## config.mk

```make
export PLATFORM = sky130hd
export DESIGN_NAME = wrr_burst_arbiter_flat
export DESIGN_NICKNAME = d
export VERILOG_FILES = /design/src/rtl/wrr_burst_arbiter_pkg.sv /design/src/rtl/wrr_burst_arbiter_if.sv /design/src/rtl/wrr_burst_arbiter_rr_pick.sv /design/src/rtl/wrr_burst_arbiter.sv /design/src/flat_wrapper.sv
export SDC_FILE = /design/constraint.sdc
export NUM_CORES = 1
export LEC_CHECK = 0
export BUFFER_PORTS_ARGS = -buffer_cell sky130_fd_sc_hd__buf_2
export CAP_MARGIN = 15
export CELL_PAD_IN_SITES_DETAIL_PLACEMENT = 0
export CELL_PAD_IN_SITES_GLOBAL_PLACEMENT = 1
export CORE_MARGIN = 5
export CORE_UTILIZATION = 42
export CTS_CLUSTER_SIZE = 8
export DETAILED_ROUTE_END_ITERATION = 8
export PLACE_DENSITY_LB_ADDON = 0.1
export SLEW_MARGIN = 10
export SYNTH_ARGS = -nofsm -noshare
export SYNTH_HDL_FRONTEND = slang
export SYNTH_HIERARCHICAL = 1
export SYNTH_SLANG_ARGS = --single-unit
export TNS_END_PERCENT = 20
```

## constraint.sdc

```tcl
create_clock -name clk -period 4.1 [get_ports clk]
set_input_delay 0.82 -clock clk [delete_from_list [all_inputs] [get_ports clk]]
set_output_delay 0.82 -clock clk [all_outputs]
set_load 0.02 [all_outputs]
```

## src/rtl/wrr_burst_arbiter_pkg.sv

```systemverilog
// Shared types and constants for the weighted round-robin burst arbiter.
package arb_pkg;

    // Arbiter FSM: waiting for a request, or holding a grant for a burst.
    typedef enum logic {
        IDLE = 1'b0,
        BUSY = 1'b1
    } state_e;

    // Watchdog timer width; TO_CYC must fit (1..2^TMR_W-1).
    localparam int TMR_W = 8;

    // Default geometry and the matching index width.
    localparam int N_DEF    = 4;
    localparam int ID_W_DEF = $clog2(N_DEF);

    // Index width for an N-way arbiter; keeps a 1-bit index for degenerate sizes.
    function automatic int id_w(input int n);
        return (n > 1) ? $clog2(n) : 1;
    endfunction

endpackage

```

## src/rtl/wrr_burst_arbiter_if.sv

```systemverilog
// Requester/resource bundle for the arbiter. The arbiter uses the slave
// modport; the requester side (or a bench) uses master.
interface wrr_burst_arbiter_if #(
    parameter int N    = 4,
    parameter int WT_W = 4
);
    localparam int ID_W = (N > 1) ? $clog2(N) : 1;

    logic [N-1:0]      req;
    logic [N*WT_W-1:0] weight;
    logic              done;
    logic [N-1:0]      gnt;
    logic              gnt_valid;
    logic [ID_W-1:0]   gnt_id;
    logic              to_err;

    modport master (
        output req, weight, done,
        input  gnt, gnt_valid, gnt_id, to_err
    );

    modport slave (
        input  req, weight, done,
        output gnt, gnt_valid, gnt_id, to_err
    );

endinterface

```

## src/rtl/wrr_burst_arbiter_rr_pick.sv

```systemverilog
// Rotating-priority picker: first requester strictly after last_ptr,
// wrapping mod N; last_ptr itself has lowest priority. Pure combinational.
module rr_pick #(
    parameter int N    = 4,
    parameter int ID_W = (N > 1) ? $clog2(N) : 1
) (
    input  logic [N-1:0]    req,
    input  logic [ID_W-1:0] last_ptr,
    output logic [ID_W-1:0] idx,
    output logic            found
);
    // One spare bit so last_ptr+k (k<=N) never overflows before the wrap.
    logic [ID_W:0] cand;

    // Walk candidates last_ptr+1 .. last_ptr+N, keep the first requester.
    always_comb begin
        idx   = '0;
        found = 1'b0;
        cand  = '0;
        for (int k = 1; k <= N; k++) begin
            cand = {1'b0, last_ptr} + (ID_W+1)'(k);
            if (cand >= (ID_W+1)'(N))
                cand = cand - (ID_W+1)'(N);
            if (!found && req[cand[ID_W-1:0]]) begin
                found = 1'b1;
                idx   = cand[ID_W-1:0];
            end
        end
    end

endmodule

```

## src/rtl/wrr_burst_arbiter.sv

```systemverilog
// Weighted round-robin burst arbiter. A winner keeps the grant for up to
// weight_i done pulses, and loses it early if it drops req or the watchdog
// sees TO_CYC granted cycles without a done. Every release forces one idle
// bubble before the next grant. All outputs come straight from flops.
import arb_pkg::*;

module wrr_burst_arbiter #(
    parameter int N      = 4,
    parameter int WT_W   = 4,
    parameter int TO_CYC = 15
) (
    input  logic                clk,
    input  logic                rst,
    wrr_burst_arbiter_if.slave  bus
);
    localparam int ID_W = id_w(N);

    state_e            state, state_nxt;
    logic [N-1:0]      gnt_q, gnt_nxt;
    logic              vld_q, vld_nxt;
    logic [ID_W-1:0]   id_q, id_nxt;
    logic              to_err_q, to_err_nxt;
    logic [ID_W-1:0]   last_ptr, last_ptr_nxt;
    logic [WT_W-1:0]   credit, credit_nxt;
    logic [TMR_W-1:0]  timer, timer_nxt;

    logic [ID_W-1:0]   pick_idx;
    logic              pick_found;
    logic [WT_W-1:0]   pick_wt;

    rr_pick #(.N(N), .ID_W(ID_W)) u_pick (
        .req      (bus.req),
        .last_ptr (last_ptr),
        .idx      (pick_idx),
        .found    (pick_found)
    );

    assign pick_wt = bus.weight[pick_idx*WT_W +: WT_W];

    // State register; reset wins over any grant in flight.
    always_ff @(posedge clk) begin
        if (rst) begin
            state    <= IDLE;
            gnt_q    <= '0;
            vld_q    <= 1'b0;
            id_q     <= '0;
            to_err_q <= 1'b0;
            last_ptr <= ID_W'(N-1);
            credit   <= '0;
            timer    <= '0;
        end else begin
            state    <= state_nxt;
            gnt_q    <= gnt_nxt;
            vld_q    <= vld_nxt;
            id_q     <= id_nxt;
            to_err_q <= to_err_nxt;
            last_ptr <= last_ptr_nxt;
            credit   <= credit_nxt;
            timer    <= timer_nxt;
        end
    end

    // Next-state: grant from IDLE, burst/abandon/watchdog handling in BUSY.
    always_comb begin
        state_nxt    = state;
        gnt_nxt      = gnt_q;
        vld_nxt      = vld_q;
        id_nxt       = id_q;
        to_err_nxt   = 1'b0;
        last_ptr_nxt = last_ptr;
        credit_nxt   = credit;
        timer_nxt    = timer;
        unique case (state)
            IDLE: begin
                // done is meaningless here; only a pending request matters.
                if (pick_found) begin
                    state_nxt    = BUSY;
                    gnt_nxt      = N'(1) << pick_idx;
                    vld_nxt      = 1'b1;
                    id_nxt       = pick_idx;
                    last_ptr_nxt = pick_idx;
                    credit_nxt   = (pick_wt == '0) ? WT_W'(1) : pick_wt;
                    timer_nxt    = '0;
                end
            end
            BUSY: begin
                if (!bus.req[id_q] || (bus.done && credit == WT_W'(1))) begin
                    state_nxt = IDLE;
                    gnt_nxt   = '0;
                    vld_nxt   = 1'b0;
                    id_nxt    = '0;
                end else if (bus.done) begin
                    credit_nxt = credit - WT_W'(1);
                    timer_nxt  = '0;
                end else if (timer == TMR_W'(TO_CYC-1)) begin
                    state_nxt  = IDLE;
                    gnt_nxt    = '0;
                    vld_nxt    = 1'b0;
                    id_nxt     = '0;
                    to_err_nxt = 1'b1;
                end else begin
                    timer_nxt = timer + TMR_W'(1);
                end
            end
            default: state_nxt = IDLE;
        endcase
    end

    assign bus.gnt       = gnt_q;
    assign bus.gnt_valid = vld_q;
    assign bus.gnt_id    = id_q;
    assign bus.to_err    = to_err_q;

endmodule

```

## src/flat_wrapper.sv

```systemverilog
// flat-port wrapper written by rule: the top's interface ports become plain ports
module wrr_burst_arbiter_flat 
#(
    parameter int N      = 4,
    parameter int WT_W   = 4,
    parameter int TO_CYC = 15
)
  (clk, rst, bus_req, bus_weight, bus_done, bus_gnt, bus_gnt_valid, bus_gnt_id, bus_to_err);
  wrr_burst_arbiter_if #(.N(N), .WT_W(WT_W)) bus_i ();
  input  logic clk;
  input  logic rst;
  input wire logic [$bits(bus_i.req)-1:0] bus_req;
  input wire logic [$bits(bus_i.weight)-1:0] bus_weight;
  input wire logic [$bits(bus_i.done)-1:0] bus_done;
  output wire logic [$bits(bus_i.gnt)-1:0] bus_gnt;
  output wire logic [$bits(bus_i.gnt_valid)-1:0] bus_gnt_valid;
  output wire logic [$bits(bus_i.gnt_id)-1:0] bus_gnt_id;
  output wire logic [$bits(bus_i.to_err)-1:0] bus_to_err;
  assign bus_i.req = bus_req;
  assign bus_i.weight = bus_weight;
  assign bus_i.done = bus_done;
  assign bus_gnt = bus_i.gnt;
  assign bus_gnt_valid = bus_i.gnt_valid;
  assign bus_gnt_id = bus_i.gnt_id;
  assign bus_to_err = bus_i.to_err;
  wrr_burst_arbiter #(.N(N), .WT_W(WT_W), .TO_CYC(TO_CYC)) u_core (.clk(clk), .rst(rst), .bus(bus_i));
endmodule
```

# Yosys cells after proc, flatten, opt, wreduce, memory -nomap -nowiden
# Cells that the tools add are included.
# totals
inputBits	23
reg_bits	23
out_inout_bits	8
wordCells	106
# op_classes
reduce_logical	15
order_cmp	9
addsub	10
n_mux	53
n_shift	2
bitwise	1
n_eq_ne	8
# op_table
operator	count
4-bit 2-to-1 mux	8
8-bit 2-to-1 mux	4
2-bit 2-to-1 mux	12
1-bit 2-to-1 mux	18
4-bit case mux with 2 select lines	2
8-bit case mux with 2 select lines	1
16-bit by 5-bit variable part select with 4-bit output	1
2-bit by 3-bit < comparator with 1-bit output, second input constant	5
3-bit >= comparator, second input constant	4
1-bit binary-select mux with 2-bit select	5
3-bit inequality test, second input constant	3
3-bit AND reduction	3
8-bit by 1-bit adder with 8-bit output, second input constant	1
8-bit by 4-bit equality test with 1-bit output, second input constant	1
2-bit by 1-bit subtractor with 2-bit output, second input constant	4
2-bit by 2-bit adder with 3-bit output, second input constant	2
4-bit by 1-bit equality test with 1-bit output, second input constant	1
1-bit logical AND	4
1-bit zero test	4
4-bit zero test	1
2-bit inequality test, second input constant	2
1-bit case mux with 2 select lines	2
2-bit case mux with 2 select lines	1
4-bit OR reduction	1
8 further kinds	8

# Depth between registers and ports, before layout
# logic_depth
ltp_word	20
depth_mapped	9
depth_no_buf	8

# Hierarchy
# The synthesis kept the hierarchy.
# modules_own_cells
module	n_inst	cells_each	seq_area_each_um2	area_per_inst_um2
wrr_burst_arbiter	1	138	460.4	1218.7
rr_pick	1	14	0.0	91.3

# Worst setup path after synthesis
# No wires, ideal clock.
# synth_path
path_kind	in2reg
startpoint	in bus_req[2]
endpoint	reg u_core.credit[0]
required_ps	4040
slack_ps	1455
setup_ps	60
path_buffers	1
t_arrival_ps	2584
cell_stages	9
cell_sequence	and2b_1 a21oi_2 o221ai_2 clkbuf_1 mux4_2 nor3_1 nor2_1 o22ai_1 a32o_1
# synth_between
elab_chain_len	17
elab_cells_between_ends	34
cone_classes	eq/ne (2); shift (1); mux (21); reduce/logical (10)
# synth_lines
item	line	text
start, declared	flat_wrapper.sv:12	input wire logic [$bits(bus_i.req)-1:0] bus_req;
1-bit binary-select mux with 2-bit select	wrr_burst_arbiter_rr_pick.sv:24	if (!found && req[cand[ID_W-1:0]]) begin
1-bit 2-to-1 mux (not written as such)	wrr_burst_arbiter_rr_pick.sv:24	
1-bit 2-to-1 mux	wrr_burst_arbiter_rr_pick.sv:24	
1-bit zero test	wrr_burst_arbiter_rr_pick.sv:24	
1-bit logical AND	wrr_burst_arbiter_rr_pick.sv:24	
1-bit 2-to-1 mux	wrr_burst_arbiter_rr_pick.sv:24	
1-bit zero test	wrr_burst_arbiter_rr_pick.sv:24	
1-bit logical AND	wrr_burst_arbiter_rr_pick.sv:24	
[2 not listed]	n/a	
1-bit logical AND	wrr_burst_arbiter_rr_pick.sv:24	
2-bit 2-to-1 mux (*)	wrr_burst_arbiter_rr_pick.sv:24	
named net u_core.pick_idx[0]	wrr_burst_arbiter.sv:27	logic [ID_W-1:0] pick_idx;
16-bit by 5-bit variable part select with 4-bit output (*)	wrr_burst_arbiter.sv:38	assign pick_wt = bus.weight[pick_idx*WT_W +: WT_W];
4-bit zero test	wrr_burst_arbiter.sv:82	credit_nxt = (pick_wt == '0) ? WT_W'(1) : pick_wt;
4-bit 2-to-1 mux (*)	wrr_burst_arbiter.sv:82	
4-bit 2-to-1 mux (*)	wrr_burst_arbiter.sv:76	if (pick_found) begin
4-bit case mux with 2 select lines (*)	wrr_burst_arbiter.sv:73	unique case (state)
end signal, assigned	wrr_burst_arbiter.sv:58	credit <= credit_nxt;
end, declared	wrr_burst_arbiter.sv:24	logic [WT_W-1:0] credit, credit_nxt;
# The timed path passes the listed nets; every way through them passes the cells marked *. The select of a mux whose other input is x is not followed.
# A chain may end at the register's enable or synchronous reset.

# Worst setup path in the final report
# Ends and elaborated chain as after synthesis.

==> qor.json <==
{
  "reg2regPathDepth": {"value": 8},
  "synth_compound_area_share": {"value": 20.92, "unit": "%"},
  "die_area": {"value": 4336, "unit": "µm²"},
  "share_of_synthesized_area_occupied_by_flip_flops_and_latches": {"value": 35.15, "unit": "%"},
  "grt_remaining_overflow": {"value": 0},
  "die_width": {"value": 65.85, "unit": "µm"},
  "clk_latency": {"value": 320, "unit": "ps"},
  "fin_worst_skew": {"value": 6.436, "unit": "ps"},
  "detail_route.vias_per_cell": {"value": 5.430},
  "design.core.area": {"value": 3028, "unit": "µm²"},
  "clockRootBuffer": {"value": "sky130_fd_sc_hd__clkbuf_4"},
  "critical_path_depth": {"value": 9},
  "post_cts_resized": {"value": 0},
  "detail_route.first_pass.iterations": {"value": 4},
  "crit_slowest_cell": {"value": "sky130_fd_sc_hd__mux4_2"},
  "worstHoldStart": {"value": "u_core/bus.gnt_id[1]"},
  "hold_buffers": {"value": 0},
  "place.gp.congestion": {"value": 0.8001},
  "drive_gt1_share": {"value": 25.70, "unit": "%"},
  "area_delta_synth_final": {"value": 15.19, "unit": "%"},
  "synth.top_cell.area_share": {"value": 35.15, "unit": "%"},
  "postSynthNetCount": {"value": 179},
  "synth-xor-area-share": {"value": 0, "unit": "%"},
  "report.final.slew_viol_count": {"value": 0},
  "io_buffer_count": {"value": 30},
  "distinct_cell_type_count_after_synthesis": {"value": 39},
  "cp_data_required_time": {"value": 4370, "unit": "ps"},
  "detail_route.wirelength": {"value": 3.051, "unit": "mm"},
  "antenna-diode-count": {"value": 0},
  "layout.cell_area.non_filler": {"value": 1509, "unit": "µm²"},
  "max_cap_violations": {"value": 0},
  "initial_antenna_violation_count": {"value": 0},
  "cpPeakStageDelay": {"value": 600, "unit": "ps"},
  "hold_class": {"value": "flip-flop to flip-flop"},
  "num_vias": {"value": 1211},
  "power.density_cell_area": {"value": 343.0, "unit": "nW/µm²"},
  "synth_adder_area_share": {"value": 3.820, "unit": "%"},
  "drcViolationCount": {"value": 0},
  "clock_transition_at_the_registers_of_the_reported_paths": {"value": 140, "unit": "ps"},
  "worst_slew_margin_rel": {"value": 54.79, "unit": "%"},
  "worst-setup-path-type": {"value": "input port to flip-flop"},
  "syn-mean-instance-area": {"value": 8.618, "unit": "µm²"},
  "fp-row-count": {"value": 20},
  "ys.warnings.count": {"value": 6},
  "synth_top_family_by_area": {"value": "simple AND/OR/NAND/NOR gates"},
  "maxClockFrequency": {"value": 400.4, "unit": "MHz"},
  "gr-usage-all-layers": {"value": 14.87, "unit": "%"},
  "cts_bufs_inserted": {"value": 3},
  "critical_path.cell_chain": {"value": "buf_2, and2b_1, a21oi_2, o221ai_2, mux4_2, nor3_1, nor2_1, o22ai_1, a32o_1"},
  "postLayoutCoreUtil": {"value": 49.83, "unit": "%"},
  "startpoint": {"value": "bus_req[2]"},
  "cp.buffers_inverters": {"value": 1},
  "startpoint_type": {"value": "input port"},
  "grt_start_max_net_pins": {"value": 24},
  "hold_viol_final": {"value": 0},
  "syn_area": {"value": 1310, "unit": "µm²"},
  "min_period_over_period": {"value": 60.91, "unit": "%"},
  "count_of_state_elements_after_synthesis": {"value": 23},
  "outcome": {"value": "completed"},
  "antenna_left": {"value": 0},
  "r2r_start": {"value": "u_core/last_ptr[1]"},
  "cts_tree": {"value": "built"},
  "postPlaceCellArea": {"value": 1481, "unit": "µm²"},
  "htree_num_levels": {"value": 1},
  "cts_max_path_buffers": {"value": 2},
  "critical_path_peak_fanout": {"value": 8},
  "crit_arrival": {"value": 2770, "unit": "ps"},
  "hpwlAfterDp": {"value": 2.335, "unit": "mm"},
  "min_period": {"value": 2497, "unit": "ps"},
  "floorplan.initialDensity": {"value": 43.26, "unit": "%"},
  "grt_first_pass_wirelength": {"value": 5.112, "unit": "mm"},
  "number_of_setup_violations_in_the_final_report": {"value": 0},
  "fin_nets": {"value": 207},
  "syn_inst": {"value": 152},
  "first_iter_violations": {"value": 66},
  "synth_area_leaders": {"value": "sky130_fd_sc_hd__dfxtp_1 (35%), sky130_fd_sc_hd__mux4_2 (8.6%), sky130_fd_sc_hd__a21oi_1 (6.5%), sky130_fd_sc_hd__nor2_1 (4.6%), sky130_fd_sc_hd__nand2_1 (4.3%)"},
  "setup_tns": {"value": 0, "unit": "ps"},
  "static-leakage-power": {"value": 0.6234, "unit": "nW"},
  "cts_setup_buffers": {"value": 0},
  "synth_simple_gate_area_share": {"value": 23.88, "unit": "%"},
  "critical-path-top-delay-family": {"value": "compound AO/OA/AOI/OAI gates"},
  "vias_in_the_first_global_route": {"value": 1185},
  "unrepaired_setup_endpoints_after_global_routing": {"value": "no"},
  "worst_setup_path_end_kind": {"value": "flip-flop"},
  "worstMarginPinSlew": {"value": 678.2, "unit": "ps"},
  "hold-path-cell-count": {"value": 2},
  "yosys_top_cell_by_area": {"value": "sky130_fd_sc_hd__dfxtp_1"},
  "vdd_ir_drop_max": {"value": 0.1703, "unit": "mV"},
  "cts_num_sinks": {"value": 23},
  "number_of_top_level_pins": {"value": 31},
  "muxShareOfSynthArea": {"value": 11.65, "unit": "%"},
  "die-height": {"value": 65.85, "unit": "µm"},
  "routed_wire_length_per_instance": {"value": 13.68, "unit": "µm"}
}
-- path summary, 6_finish.rpt --
kind	end	slack (ps)
worst max-delay path	u_core/credit[0]	1600
worst min-delay path	u_core/bus.gnt_id[1]	490
worst max register to register	u_core/credit[0]	1810
worst min register to register	u_core/bus.gnt_id[1]	490
-- cells in the mapped netlist, drive strengths merged --
master,count
a21boi,1
a21oi,18
a311oi,3
a31o,1
a31oi,1
a32o,1
a32oi,1
a41oi,2
and2b,1
and3,3
buf,1
clkbuf,6
dfxtp,23
ha,4
inv,7
mux2i,4
mux4,5
nand2,15
nand2b,5
nand3,4
nor2,17
nor2b,2
nor3,7
nor4,3
o2111ai,1
o211ai,1
o21a,1
o21ai,6
o221ai,1
o22ai,3
o31ai,1
or2,1
or3,1
or4b,1
-- worst min-delay path: stages (launching register included) --
cell	delay (ps)
sky130_fd_sc_hd__dfxtp_1	350
sky130_fd_sc_hd__nand2_1	60
sky130_fd_sc_hd__a21oi_1	60
-- metal layers --
layer	global-route usage [%]	vias up	wire [µm]	share of wire [%]
li1	-	612	-	-
met1	18.99	576	1428	47
met2	25.91	21	1522	50
met3	2.211	2	89	2.9
met4	3.886	0	10	0.33
met5	0	-	0	0
-- layout by cell type, fill, tap and decap left out, types with 3 or more instances in the layout --
cell type,count
sky130_fd_sc_hd__buf_2,30
sky130_fd_sc_hd__ha_1,4
sky130_fd_sc_hd__clkbuf_4,3
sky130_fd_sc_hd__a311oi_1,3
sky130_fd_sc_hd__dfxtp_1,23
sky130_fd_sc_hd__nor2_1,16
sky130_fd_sc_hd__inv_1,7
sky130_fd_sc_hd__nand3_1,4
sky130_fd_sc_hd__a21oi_1,17
sky130_fd_sc_hd__nand2b_1,5
sky130_fd_sc_hd__mux4_2,5
sky130_fd_sc_hd__nand2_1,15
sky130_fd_sc_hd__o21ai_0,5
sky130_fd_sc_hd__o22ai_1,3
sky130_fd_sc_hd__mux2i_1,4
sky130_fd_sc_hd__nor3_1,6
sky130_fd_sc_hd__and3_1,3
-- sequential cells by signal (all words and copies together), names as in the netlist --
signal	cells
u_core/bus.gnt_id	2
u_core/state	1
u_core/last_ptr	2
u_core/timer	8
u_core/bus.gnt	4
u_core/bus.to_err	1
u_core/credit	4
u_core/bus.gnt_valid	1
-- where the power goes --
part / switching (W) / total, W / internal [W]
sequential: 0.0000198 / 0.000261 / 0.000241
clock: 0.0000732 / 0.000110 / 0.0000365
combinational: 0.0000816 / 0.000147 / 0.0000655
-- per-stage QoR --
| step | setup WS, ps | power (W) | hold WS, ps | instances |
|---|---|---|---|---|
| final | 1603 | 0.0005176 | 490.6 | 223 |
| after global placement | 1313 | 0.0004100 | 467.9 | 219 |
| after floorplan | 1455 | 0.0003732 | 460.8 | 152 |
| after detailed placement | 1258 | 0.0004125 | 477.9 | 219 |
| after CTS | 1599 | 0.0005240 | 497.1 | 223 |
| after global routing | 1464 | 0.0005549 | 527.3 | 223 |
-- layout make-up --
type | instances | area, µm²
fillers | 318 | 1519
flip-flops and latches | 23 | 460.4
repair buffers | 30 | 150.1
clock inverters | 1 | 5.005
multi-input cells | 115 | 789.5
inverters | 7 | 26.28
clock buffers | 3 | 22.52
well taps | 44 | 55.05
-- kinds of logic (layout without fill, tap and decap cells) --
family          after synthesis  after routing
compound gates               42             42
fa+ha+maj                     4              4
buf+inv                      14             41
flops                        23             23
mux                           9              9
simple gates                 60             60
No activity file was read; power rests on OpenSTA's default activity.
